--- config.mk ---
export PLATFORM = sky130hd
export DESIGN_NAME = sound_scheduler
export DESIGN_NICKNAME = d
export VERILOG_FILES = /design/src/rtl/sound_pkg.sv /design/src/rtl/sound_scheduler_rom.sv /design/src/rtl/sound_scheduler.sv
export SDC_FILE = /design/constraint.sdc
export NUM_CORES = 1
export LEC_CHECK = 0
export BUFFER_PORTS_ARGS = -buffer_cell sky130_fd_sc_hd__buf_2
export CELL_PAD_IN_SITES_DETAIL_PLACEMENT = 0
export CELL_PAD_IN_SITES_GLOBAL_PLACEMENT = 1
export CORE_AREA = 2 2 83 85
export DETAILED_ROUTE_END_ITERATION = 8
export DIE_AREA = 0 0 85 87
export GPL_ROUTABILITY_DRIVEN = 0
export PLACE_DENSITY_LB_ADDON = 0.2
export SLEW_MARGIN = 20
export SYNTH_ARGS = -nofsm -noshare
export SYNTH_HDL_FRONTEND = slang
export SYNTH_SLANG_ARGS = --single-unit
--- constraint.sdc ---
create_clock -name clk -period 8.1 [get_ports clk]
set_input_delay 1.215 -clock clk [delete_from_list [all_inputs] [get_ports clk]]
set_output_delay 1.215 -clock clk [all_outputs]
set_load 0.02 [all_outputs]
--- src/rtl/sound_pkg.sv ---
// Shared constants, source encodings and FSM states
// for the square-wave note scheduler.
package sound_pkg;

  localparam logic [5:0] BGM_BASE  = 6'd0;
  localparam logic [5:0] HIT_BASE  = 6'd48;
  localparam logic [5:0] MISS_BASE = 6'd56;
  localparam logic [4:0] END_CODE  = 5'd31;

  localparam logic [1:0] SRC_NONE = 2'd0;
  localparam logic [1:0] SRC_BGM  = 2'd1;
  localparam logic [1:0] SRC_HIT  = 2'd2;
  localparam logic [1:0] SRC_MISS = 2'd3;

  typedef enum logic [1:0] {
    S_IDLE,
    S_FETCH,
    S_PLAY,
    S_GAP
  } state_t;

  function automatic logic [7:0] rom_word(
    input logic [4:0] code,
    input logic [2:0] dur
  );
    return {code, dur};
  endfunction

endpackage

--- src/rtl/sound_scheduler_rom.sv ---
// 64x8 synchronous melody ROM: {code[4:0], dur[2:0]} per word.
// Unused words read as END so a runaway address stops a melody.
module melody_rom
  import sound_pkg::*;
(
  input  logic       clk,
  input  logic [5:0] addr,
  output logic [7:0] data
);

  always_ff @(posedge clk) begin
    case (addr)
      6'd0:    data <= rom_word(5'd5, 3'd0);
      6'd1:    data <= rom_word(5'd9, 3'd1);
      6'd2:    data <= rom_word(5'd12, 3'd0);
      6'd3:    data <= rom_word(5'd3, 3'd2);
      6'd48:   data <= rom_word(5'd16, 3'd1);
      6'd49:   data <= rom_word(5'd19, 3'd3);
      6'd56:   data <= rom_word(5'd6, 3'd2);
      6'd57:   data <= rom_word(5'd1, 3'd5);
      default: data <= rom_word(END_CODE, 3'd0);
    endcase
  end

endmodule

--- src/rtl/sound_scheduler.sv ---
// Note sequencer: BGM loop plus HIT/MISS jingles,
// fixed priority MISS > HIT > BGM with BGM resume.
module sound_scheduler
  import sound_pkg::*;
#(
  parameter int TICK_DIV  = 6250000,
  parameter int GAP_TICKS = 1
) (
  input  logic       clk,
  input  logic       rst_n,
  input  logic       bgm_en,
  input  logic       hit_req,
  input  logic       miss_req,
  output logic [4:0] note,
  output logic       busy,
  output logic [1:0] src,
  output logic       jingle_done
);

  localparam int DW = $clog2(TICK_DIV);
  localparam logic [DW-1:0] DIV_LAST = DW'(TICK_DIV - 1);
  localparam logic [2:0] GAP_LAST = 3'(GAP_TICKS - 1);

  state_t state, state_n;
  logic [1:0] src_n, req_lvl;
  logic [5:0] cur_addr, addr_n;
  logic [5:0] bgm_addr, bgm_n;
  logic [5:0] rom_addr;
  logic [7:0] rom_data;
  logic [4:0] rom_code, note_n;
  logic [2:0] rom_dur;
  logic [DW-1:0] div, div_n;
  logic [2:0] ticks, ticks_n;
  logic [2:0] dur, dur_n;
  logic done_n, tick_end, preempt;

  assign rom_code = rom_data[7:3];
  assign rom_dur  = rom_data[2:0];
  assign tick_end = (div == DIV_LAST);
  assign busy     = (state != S_IDLE);

  assign req_lvl = miss_req ? SRC_MISS :
                   hit_req  ? SRC_HIT  : SRC_NONE;
  assign preempt = (req_lvl != SRC_NONE) && (req_lvl >= src);

  melody_rom u_rom (
    .clk  (clk),
    .addr (rom_addr),
    .data (rom_data)
  );

  always_comb begin
    state_n = state;
    src_n   = src;
    addr_n  = cur_addr;
    bgm_n   = bgm_addr;
    div_n   = div;
    ticks_n = ticks;
    dur_n   = dur;
    done_n  = 1'b0;

    if (state == S_PLAY || state == S_GAP) begin
      if (tick_end) begin
        div_n   = '0;
        ticks_n = ticks + 3'd1;
      end else begin
        div_n = div + 1'b1;
      end
    end

    unique case (state)
      S_IDLE: begin
        if (bgm_en) begin
          state_n = S_FETCH;
          src_n   = SRC_BGM;
          addr_n  = bgm_addr;
        end
      end
      S_FETCH: begin
        div_n   = '0;
        ticks_n = '0;
        if (rom_code != END_CODE) begin
          state_n = S_PLAY;
          dur_n   = rom_dur;
        end else if (src == SRC_BGM) begin
          addr_n = BGM_BASE;
          bgm_n  = BGM_BASE;
        end else begin
          done_n = 1'b1;
          if (bgm_en) begin
            src_n  = SRC_BGM;
            addr_n = bgm_addr;
          end else begin
            state_n = S_IDLE;
            src_n   = SRC_NONE;
          end
        end
      end
      S_PLAY: begin
        if (tick_end && ticks == dur) begin
          state_n = S_GAP;
          div_n   = '0;
          ticks_n = '0;
        end
      end
      S_GAP: begin
        // ROM already holds the next word; a BGM END wraps here
        if (tick_end && ticks == GAP_LAST) begin
          state_n = S_FETCH;
          if (src == SRC_BGM && rom_code == END_CODE)
            addr_n = BGM_BASE;
          else
            addr_n = cur_addr + 6'd1;
          if (src == SRC_BGM)
            bgm_n = addr_n;
        end
      end
    endcase

    if (src == SRC_BGM && !bgm_en) begin
      state_n = S_IDLE;
      src_n   = SRC_NONE;
      bgm_n   = BGM_BASE;
    end

    if (preempt) begin
      state_n = S_FETCH;
      src_n   = req_lvl;
      addr_n  = (req_lvl == SRC_MISS) ? MISS_BASE : HIT_BASE;
      done_n  = 1'b0;
    end

    note_n = '0;
    if (state_n == S_PLAY)
      note_n = (state == S_FETCH) ? rom_code : note;

    rom_addr = (state_n == S_FETCH) ? addr_n : cur_addr + 6'd1;
  end

  always_ff @(posedge clk) begin
    if (!rst_n) begin
      state       <= S_IDLE;
      src         <= SRC_NONE;
      cur_addr    <= BGM_BASE;
      bgm_addr    <= BGM_BASE;
      div         <= '0;
      ticks       <= '0;
      dur         <= '0;
      note        <= '0;
      jingle_done <= 1'b0;
    end else begin
      state       <= state_n;
      src         <= src_n;
      cur_addr    <= addr_n;
      bgm_addr    <= bgm_n;
      div         <= div_n;
      ticks       <= ticks_n;
      dur         <= dur_n;
      note        <= note_n;
      jingle_done <= done_n;
    end
  end

endmodule
==> flow_summary.toml, run 1 <==
[drt]
ant_nets = 0
routed_via_density = 5.630
firstDrtPassIters = 4
drtIter0Drc = 171
drc = 0
vias = 2753
avgRoutedWirePerCell_um = 15.44
routed_wl_mm = 7.552

[synth]
synth-seq-area-share = 0.3696
yosysWarnings = 0
synthArstFlopShare = 0
ys_ff_latch = 59
syn_area_sq_um = 3196
syn-num-nets = 406
syn_avg_cell_area_sq_um = 8.173
synthFlopType = "dfxtp_1"
synth_enable_flop_cells = 0
netlist_instances = 391
synth_cell_type_count = 56

[clock_network]
holdBufCountCts = 0
numCtsBuffers = 9
cts_resized = 0
post-cts-setup-buffer-count = 0
clk_latency_ps = 340
cts_tree = "done"
h-tree-depth = 3
cts.sinks = 59
clockRootBuffer = "clkbuf_8"
path_clk_slew_ps = 60
clockBufferDepth = 2

[worst_setup_path]
arrival_ps = 4190
worstPathRequired_ps = 8310
r2r-start = "state[1]$_SDFF_PN0_"
path_class = "primary input to flop"
r2r_end = "u_rom.data[4]$_DFF_P_"
worstSetupStartpoint = "hit_req"
r2r_slack_ps = 4500
crit_fanout = 7
worstSetupEndpointType = "flop"
startpoint_type = "primary input"
r2r_cells = 10

[placement]
pre_cts_ws_ps = 3807
io_buffers = 13
hpwl_mm = 5.646

[sta]
fin_worst_skew_ps = 9.365
rsz0062_at_grt = "false"
period_share = 0.4914
setup_violations = 0
maxClockFrequency_mhz = 251.2
tns_ps = 0
slew_viol_final = 0
worstMarginPinSlew_ps = 969.4
fin_crit_ps = 3980
final-hold-violation-count = 0
relSlewSlack = 0.3531
worst_slack_ps = 4120

[run]
maxCapViolCount = 0

[worst_hold_path]
worstHoldStart = "u_rom.data[2]$_DFF_P_"
min_path_cells = 2
holdCritPathClass = "flop to flop"
min_to = "dur[2]$_SDFFE_PN0P_"

[grt]
grt_overflow_total = 0
grt_pass1_wl_mm = 12.57
antenna_found_initial = 0
grt_pass1_vias = 2601
grt_usage = 0.2163
grt_max_degree = 23

[finish]
final_common_cell = "nor2_1"
syn2layout_area_growth_pct = 9.945
drive_gt1_frac = 0.1027
fillCellCount = 640
n_antenna_cell = 0
multi_input_area_sq_um = 1898
ff_latch_area_sq_um = 1181
nNetsFinal = 420
mostFrequentLayoutCells = "nor2_1 (65), dfxtp_1 (59), nand2_1 (37)"

[run_status]
outcome = "finished, final reports clean"

[floorplan]
die_x_um = 85
io_pins = 14
core_region_area_sq_um = 6569
die_area_sq_um = 7395
initial_utilization = 0.4865
rows = 30
dieHeight_um = 87

[power_and_ir_drop]
p_per_area_nw_per_um2 = 234.7
ir_drop_v = 0.0001444
leakage_nw = 1.269
==> stage by stage <==
| step | cells | area [sq um] | util | total power [mW] | hold WS (ps) |
|---|---|---|---|---|---|
| finish | 489 | 3513 | 0.5349 | 0.8245 | 441.3 |
| global route | 489 | 3513 | 0.5349 | 0.8715 | 466.6 |
| CTS | 489 | 3513 | 0.5349 | 0.8307 | 442.7 |
| detailed placement | 474 | 3319 | 0.5053 | 0.5617 | 434.7 |
| global placement | 474 | 3319 | 0.5053 | 0.5614 | 428.0 |
| floorplan | 391 | 3196 | - | 0.5082 | 417.4 |
==> critical path, stage by stage <==
cell and delay (ps):
buf_2 110, nor2_1 320, inv_1 110, ha_1 300, a21oi_1 340, nor2_1 240
o32a_1 370, or4_4 450, o41ai_4 460, a31o_4 180, o221ai_2 80
==> flip-flops by register name (all words and copies together) (netlist names) <==
name         flops
div             23
u_rom.data       8
bgm_addr         6
cur_addr         6
note             5
dur              3
ticks            3
src              2
state            2
jingle_done      1
==> cell usage after synthesis, types with 4 or more instances <==
| cell | count | area, sq um |
|---|---|---|
| a211oi_1 | 4 | 30.03 |
| a21oi_1 | 24 | 120.1 |
| and2_1 | 4 | 25.02 |
| and3_1 | 7 | 43.79 |
| clkbuf_1 | 10 | 37.54 |
| dfxtp_1 | 59 | 1181 |
| ha_1 | 10 | 125.1 |
| inv_1 | 17 | 63.81 |
| mux2i_1 | 8 | 80.08 |
| nand2_1 | 37 | 138.9 |
| nand2b_1 | 4 | 25.02 |
| nand3_1 | 15 | 75.07 |
| nand4_1 | 5 | 31.28 |
| nor2_1 | 65 | 244.0 |
| nor3_1 | 11 | 55.05 |
| o21a_1 | 4 | 30.03 |
| o21ai_0 | 8 | 40.04 |
| o21ai_1 | 5 | 25.02 |
| o22ai_1 | 4 | 25.02 |
| xnor2_1 | 17 | 148.9 |
| xor2_1 | 17 | 148.9 |
==> how the worst max path moves through the flow <==
stage,endpoint,cells past startpoint
floorplan,u_rom.data[4]$_DFF_P_,10
global placement,u_rom.data[4]$_DFF_P_,11
detailed placement,u_rom.data[4]$_DFF_P_,11
CTS,u_rom.data[4]$_DFF_P_,11
global route,u_rom.data[0]$_DFF_P_,11
finish,u_rom.data[4]$_DFF_P_,11
==> routing by layer <==
layer / GRT usage / vias to the layer above / wire (um)
met5: 0 / - / 0
met1: 0.2493 / 1279 / 3277
met4: 0.08081 / 0 / 175
li1: - / 1411 / -
met3: 0.05877 / 13 / 297
met2: 0.3828 / 50 / 3801
==> logic make-up after synthesis <==
family	Yosys count	synth area share
flip-flops	59	0.3696
adder cells (fa/ha/maj)	10	0.03915
XOR/XNOR	34	0.09319
AND/OR/NAND/NOR	170	0.2533
multiplexers	9	0.02858
AO/OA/AOI/OAI	80	0.1797
buffers and inverters	29	0.03641
==> power breakdown <==
group | switching, mW | internal (mW)
Combinational | 0.142 | 0.0789
Sequential | 0.0203 | 0.316
Clock | 0.111 | 0.157
Total | 0.273 | 0.552
==> layout make-up <==
cell class              instances  area share
clock inverters                 2    0.009972
clock buffers                  13     0.04523
repair buffers                 14     0.02066
multi-input cells             303      0.5402
inverters                      18     0.01923
well taps                      80     0.02849
flip-flops and latches         59      0.3362
(Power assumes the default switching activity.)
==> run 2, diff against run 1 <==
--- a/config.mk
+++ b/config.mk
@@ -8,9 +8,9 @@
 export BUFFER_PORTS_ARGS = -buffer_cell sky130_fd_sc_hd__buf_2
 export CELL_PAD_IN_SITES_DETAIL_PLACEMENT = 0
 export CELL_PAD_IN_SITES_GLOBAL_PLACEMENT = 1
-export CORE_AREA = 2 2 83 85
+export CORE_AREA = 2 2 91 93
 export DETAILED_ROUTE_END_ITERATION = 8
-export DIE_AREA = 0 0 85 87
+export DIE_AREA = 0 0 93 95
 export GPL_ROUTABILITY_DRIVEN = 0
 export PLACE_DENSITY_LB_ADDON = 0.2
 export SLEW_MARGIN = 20
==> constraint.sdc (replaced) <==
create_clock -name clk -period 3.48 [get_ports clk]
set_input_delay 0.522 -clock clk [delete_from_list [all_inputs] [get_ports clk]]
set_output_delay 0.522 -clock clk [all_outputs]
set_load 0.02 [all_outputs]
==> flow_summary.toml, run 2 (same netlist as run 1, synthesis figures left out) <==
[run_status]
outcome = "finished, final reports clean"

[power_and_ir_drop]
ir_drop_v = 0.0001774
p_per_area_nw_per_um2 = 548.0
leakage_nw = 1.323

[drt]
drtIter0Drc = 87
met3WireLength_um = 307
vias = 2788
wl_met2_mm = 4.035
firstDrtPassIters = 4
top_layer = "met4"
ant_nets = 0
routed_via_density = 5.331
routed_wl_mm = 7.972
drc = 0
m1WireLength_mm = 3.480
avgRoutedWirePerCell_um = 15.24

[finish]
final_common_cell = "nor2_1"
reg.largest.list = "div x23, u_rom.data x8"
mostFrequentLayoutCells = "nor2_1 (65), dfxtp_1 (59), nand2_1 (37)"
n_antenna_cell = 0
syn2layout_area_growth_pct = 13.63
fin_util = 0.4580
drive_gt1_frac = 0.1244
instances_no_fill = 523
nNetsFinal = 429
largest_reg_flops = 23
fillCellCount = 807
regMostFlops = "div"

[worst_setup_path]
r2r-start = "state[1]$_SDFF_PN0_"
crit_fanout = 5
worstSetupEndpointType = "flop"
cp_slowest_stage_delay_ps = 530
arrival_ps = 3380
r2r_end = "u_rom.data[4]$_DFF_P_"
cpMaxStageDelayCell = "a41oi_1"
worstPathRequired_ps = 3690
r2r_cells = 10
startpoint_type = "flop"
r2r_slack_ps = 300
path_cells = "inv_1 > ha_1 > and4_1 > a41oi_1 > o221ai_1 > o32a_1 > or4_4 > o41ai_4 > a31o_4 > o221ai_2"
worstSetupStartpoint = "state[1]$_SDFF_PN0_"
path_buf_inv = 1
cp_top_family = "compound AO/OA/AOI/OAI gates"
path_class = "flop to flop"

[sta]
tns_ps = 0
maxClockFrequency_mhz = 314.9
rsz0062_at_grt = "false"
fin_worst_skew_ps = 13.33
final-hold-violation-count = 0
slew_viol_final = 0
holdWs_ps = 441.0
relSlewSlack = 0.3717
period_share = 0.9126
worstMarginPinSlew_ps = 941.5
setup_violations = 0
fin_crit_ps = 3176
worst_slack_ps = 304.1

[placement]
dp.cells = 508
pre_cts_ws_ps = 347.3
io_buffers = 13
hpwl_mm = 5.987

[run]
maxCapViolCount = 0

[clock_network]
h-tree-depth = 3
numCtsBuffers = 9
path_clk_slew_ps = 60
clockBufferDepth = 2
post-cts-setup-buffer-count = 0
clk_latency_ps = 340
cts_resized = 0
holdBufCountCts = 0
clockRootBuffer = "clkbuf_8"
cts_tree = "done"
cts.sinks = 59

[worst_hold_path]
min_path_cells = 2
worstHoldStart = "u_rom.data[0]$_DFF_P_"
holdCritPathClass = "flop to flop"
min_to = "dur[0]$_SDFFE_PN0P_"

[grt]
grt_usage = 0.1936
grt_max_degree = 23
grt_pass1_vias = 2714
grt_pass1_wl_mm = 13.14
antenna_found_initial = 0
grt_overflow_total = 0

[floorplan]
die_x_um = 93
rows = 33
die_area_sq_um = 8835
io_pins = 14
core_region_area_sq_um = 7928
initial_utilization = 0.4031
dieHeight_um = 95
run 2: how the worst max path moves through the flow:
stage                                       end  depth (start not counted)
final                     u_rom.data[4]$_DFF_P_                         10
after CTS                 u_rom.data[4]$_DFF_P_                         10
after global placement    u_rom.data[4]$_DFF_P_                         11
after global routing      u_rom.data[4]$_DFF_P_                          9
after detailed placement  u_rom.data[4]$_DFF_P_                         11
after floorplan           u_rom.data[4]$_DFF_P_                         10
run 2: report_power, final:
part,switching [mW],total [mW],internal [mW]
Clock,0.262,0.668,0.405
Combinational,0.337,0.536,0.199
Sequential,0.0515,0.787,0.735
run 2: layer usage:
metal / vias up / track usage
li1: 1422 / -
met1: 1304 / 0.2228
met2: 50 / 0.3442
met3: 12 / 0.04629
met4: 0 / 0.08088
met5: - / 0
run 2: cell type report:
type                    instances  area, sq um  share of cell area
flip-flops and latches         59         1181              0.3253
clock inverters                 1        30.03            0.008270
inverters                      18        67.56             0.01861
clock buffers                  14        182.7             0.05031
repair buffers                 23        140.1             0.03859
multi-input cells             303         1898              0.5227
well taps                     105        131.4             0.03618
run 2: metrics by stage:
stage | instance area (sq um) | power [mW]
after global routing | 3631 | 2.099
after floorplan | 3196 | 1.183
after detailed placement | 3418 | 1.335
after global placement | 3418 | 1.334
after CTS | 3631 | 2.012
final | 3631 | 1.990
run 2: tightest hold or removal path: cells and delay by family, from the launching register on:
kind               cells  cell delay (ps)
DFF                    1              300
and+or+nand+nor        1               50
AOI/OAI and AO/OA      1               50
==> run 3, diff against run 2 <==
--- a/config.mk
+++ b/config.mk
@@ -13,6 +13,7 @@
 export DIE_AREA = 0 0 93 95
 export GPL_ROUTABILITY_DRIVEN = 0
 export PLACE_DENSITY_LB_ADDON = 0.2
+export RECOVER_POWER = 100
 export SLEW_MARGIN = 20
 export SYNTH_ARGS = -nofsm -noshare
 export SYNTH_HDL_FRONTEND = slang
==> flow_summary.toml, run 3 (same netlist as run 1, synthesis figures left out) <==
[placement]
hpwl_mm = 5.987
dp.cells = 508
io_buffers = 13

[drt]
drtIter0Drc = 101
firstDrtPassIters = 5
vias = 2794
ant_nets = 0
avgRoutedWirePerCell_um = 15.24
routed_wl_mm = 7.970
drc = 0
routed_via_density = 5.342

[power_and_ir_drop]
p_comb_frac = 0.265
p_int_mw = 1.331
total_power_mw = 1.982
p_per_area_nw_per_um2 = 550.2
pwr-share-seq = 0.397
swShare = 0.3284
p_switching_mw = 0.6509
ir_drop_v = 0.0001773
clockPowerShare = 0.338
leakage_nw = 1.267

[finish]
drive_gt1_frac = 0.08852
largest_reg_flops = 23
instances_no_fill = 523
syn2layout_area_growth_pct = 12.72
mostFrequentLayoutCells = "nor2_1 (65), dfxtp_1 (59), nand2_1 (37)"
regMostFlops = "div"
n_antenna_cell = 0
nNetsFinal = 429
fillCellCount = 814
final_common_cell = "nor2_1"
reg.largest.list = "div x23, u_rom.data x8"

[clock_network]
clk_latency_ps = 350
clockBufferDepth = 2
cts_tree = "done"
post-cts-setup-buffer-count = 0
path_clk_slew_ps = 60
cts_resized = 0
clockRootBuffer = "clkbuf_8"
h-tree-depth = 3
cts.sinks = 59
holdBufCountCts = 0
numCtsBuffers = 9

[worst_hold_path]
holdCritPathClass = "flop to flop"

[sta]
period_share = 0.9225
fin_crit_ps = 3210
maxClockFrequency_mhz = 311.5
setup_violations = 0
rsz0062_at_grt = "false"
final-hold-violation-count = 0
tns_ps = 0
relSlewSlack = 0.3779
fin_worst_skew_ps = 15.02
worstMarginPinSlew_ps = 932.2
slew_viol_final = 0

[grt]
antenna_found_initial = 0
grt_max_degree = 23
grt_pass1_vias = 2714
grt_pass1_wl_mm = 13.14
grt_overflow_total = 0
grt_usage = 0.1936

[floorplan]
rows = 33
die_area_sq_um = 8835
dieHeight_um = 95
core_region_area_sq_um = 7928
io_pins = 14
initial_utilization = 0.4031
die_x_um = 93

[worst_setup_path]
critPathCapture = "u_rom.data[4]$_DFF_P_"
path_cells = "inv_1 > ha_1 > and4_1 > a41oi_1 > o221ai_1 > o32a_1 > or4_4 > o41ai_4 > a31o_4 > o221ai_2"
cpMaxStageDelayCell = "a41oi_1"
worstSetupStartpoint = "state[1]$_SDFF_PN0_"
crit_cells = 10
crit_fanout = 5
r2r_end = "u_rom.data[4]$_DFF_P_"
cp_top_family = "compound AO/OA/AOI/OAI gates"
r2r-start = "state[1]$_SDFF_PN0_"
startpoint_type = "flop"
worstPathRequired_ps = 3690
arrival_ps = 3420
r2r_cells = 10
cp_slowest_stage_delay_ps = 560
worstSetupEndpointType = "flop"
path_class = "flop to flop"
r2r_slack_ps = 270
path_buf_inv = 1

[run]
maxCapViolCount = 0

[run_status]
outcome = "finished, final reports clean"
==> run 3: per-layer routing <==
metal / global-route usage / wire length (um) / vias up
met2: 0.3442 / 3992 / 46
met4: 0.08088 / 142 / 0
li1: - / - / 1422
met5: 0 / 0 / -
met1: 0.2228 / 3522 / 1315
met3: 0.04629 / 312 / 11
==> run 3: worst min-delay path by stage <==
stage,from,endpoint,slack (ps),cells past startpoint
floorplan,u_rom.data[0]$_DFF_P_,dur[0]$_SDFFE_PN0P_,420,2
global route,u_rom.data[0]$_DFF_P_,dur[0]$_SDFFE_PN0P_,480,2
CTS,u_rom.data[0]$_DFF_P_,dur[0]$_SDFFE_PN0P_,440,2
detailed placement,u_rom.data[0]$_DFF_P_,dur[0]$_SDFFE_PN0P_,430,2
finish,u_rom.data[0]$_DFF_P_,dur[0]$_SDFFE_PN0P_,440,2
global placement,u_rom.data[0]$_DFF_P_,dur[0]$_SDFFE_PN0P_,440,2
==> run 3: cell type report <==
class | count | area, sq um | share of cell area
inverter | 18 | 67.56 | 0.01876
tap | 105 | 131.4 | 0.03647
clock buffer | 14 | 182.7 | 0.05071
sequential | 59 | 1181 | 0.3279
timing repair buffer | 23 | 115.1 | 0.03196
multi-input combinational | 303 | 1894 | 0.5259
clock inverter | 1 | 30.03 | 0.008336
==> run 3: power by group through the flow <==
stage	Sequential (mW)	Combinational [mW]	Clock [mW]
after floorplan	0.788	0.395	0
after global placement	0.803	0.531	0
after detailed placement	0.802	0.533	0
after CTS	0.787	0.536	0.689
after global routing	0.794	0.579	0.717
final	0.787	0.525	0.670
==> run 3: worst min-delay path: cells and delay by family (launching register included) <==
kind               cells  cell delay, ps
DFF                    1             300
and+or+nand+nor        1              50
AOI/OAI and AO/OA      1              50
==> run 3: stage by stage <==
step           setup WS, ps  hold WS (ps)  utilization  cell area (sq um)
6_report              269.6         441.8       0.4544               3602
4_1_cts               333.7         443.2       0.4580               3631
2_1_floorplan         362.3         417.4            -               3196
5_1_grt               85.46         476.5       0.4544               3602
3_5_place_dp          347.3         434.4       0.4312               3418
3_3_place_gp          366.2         435.5       0.4312               3418
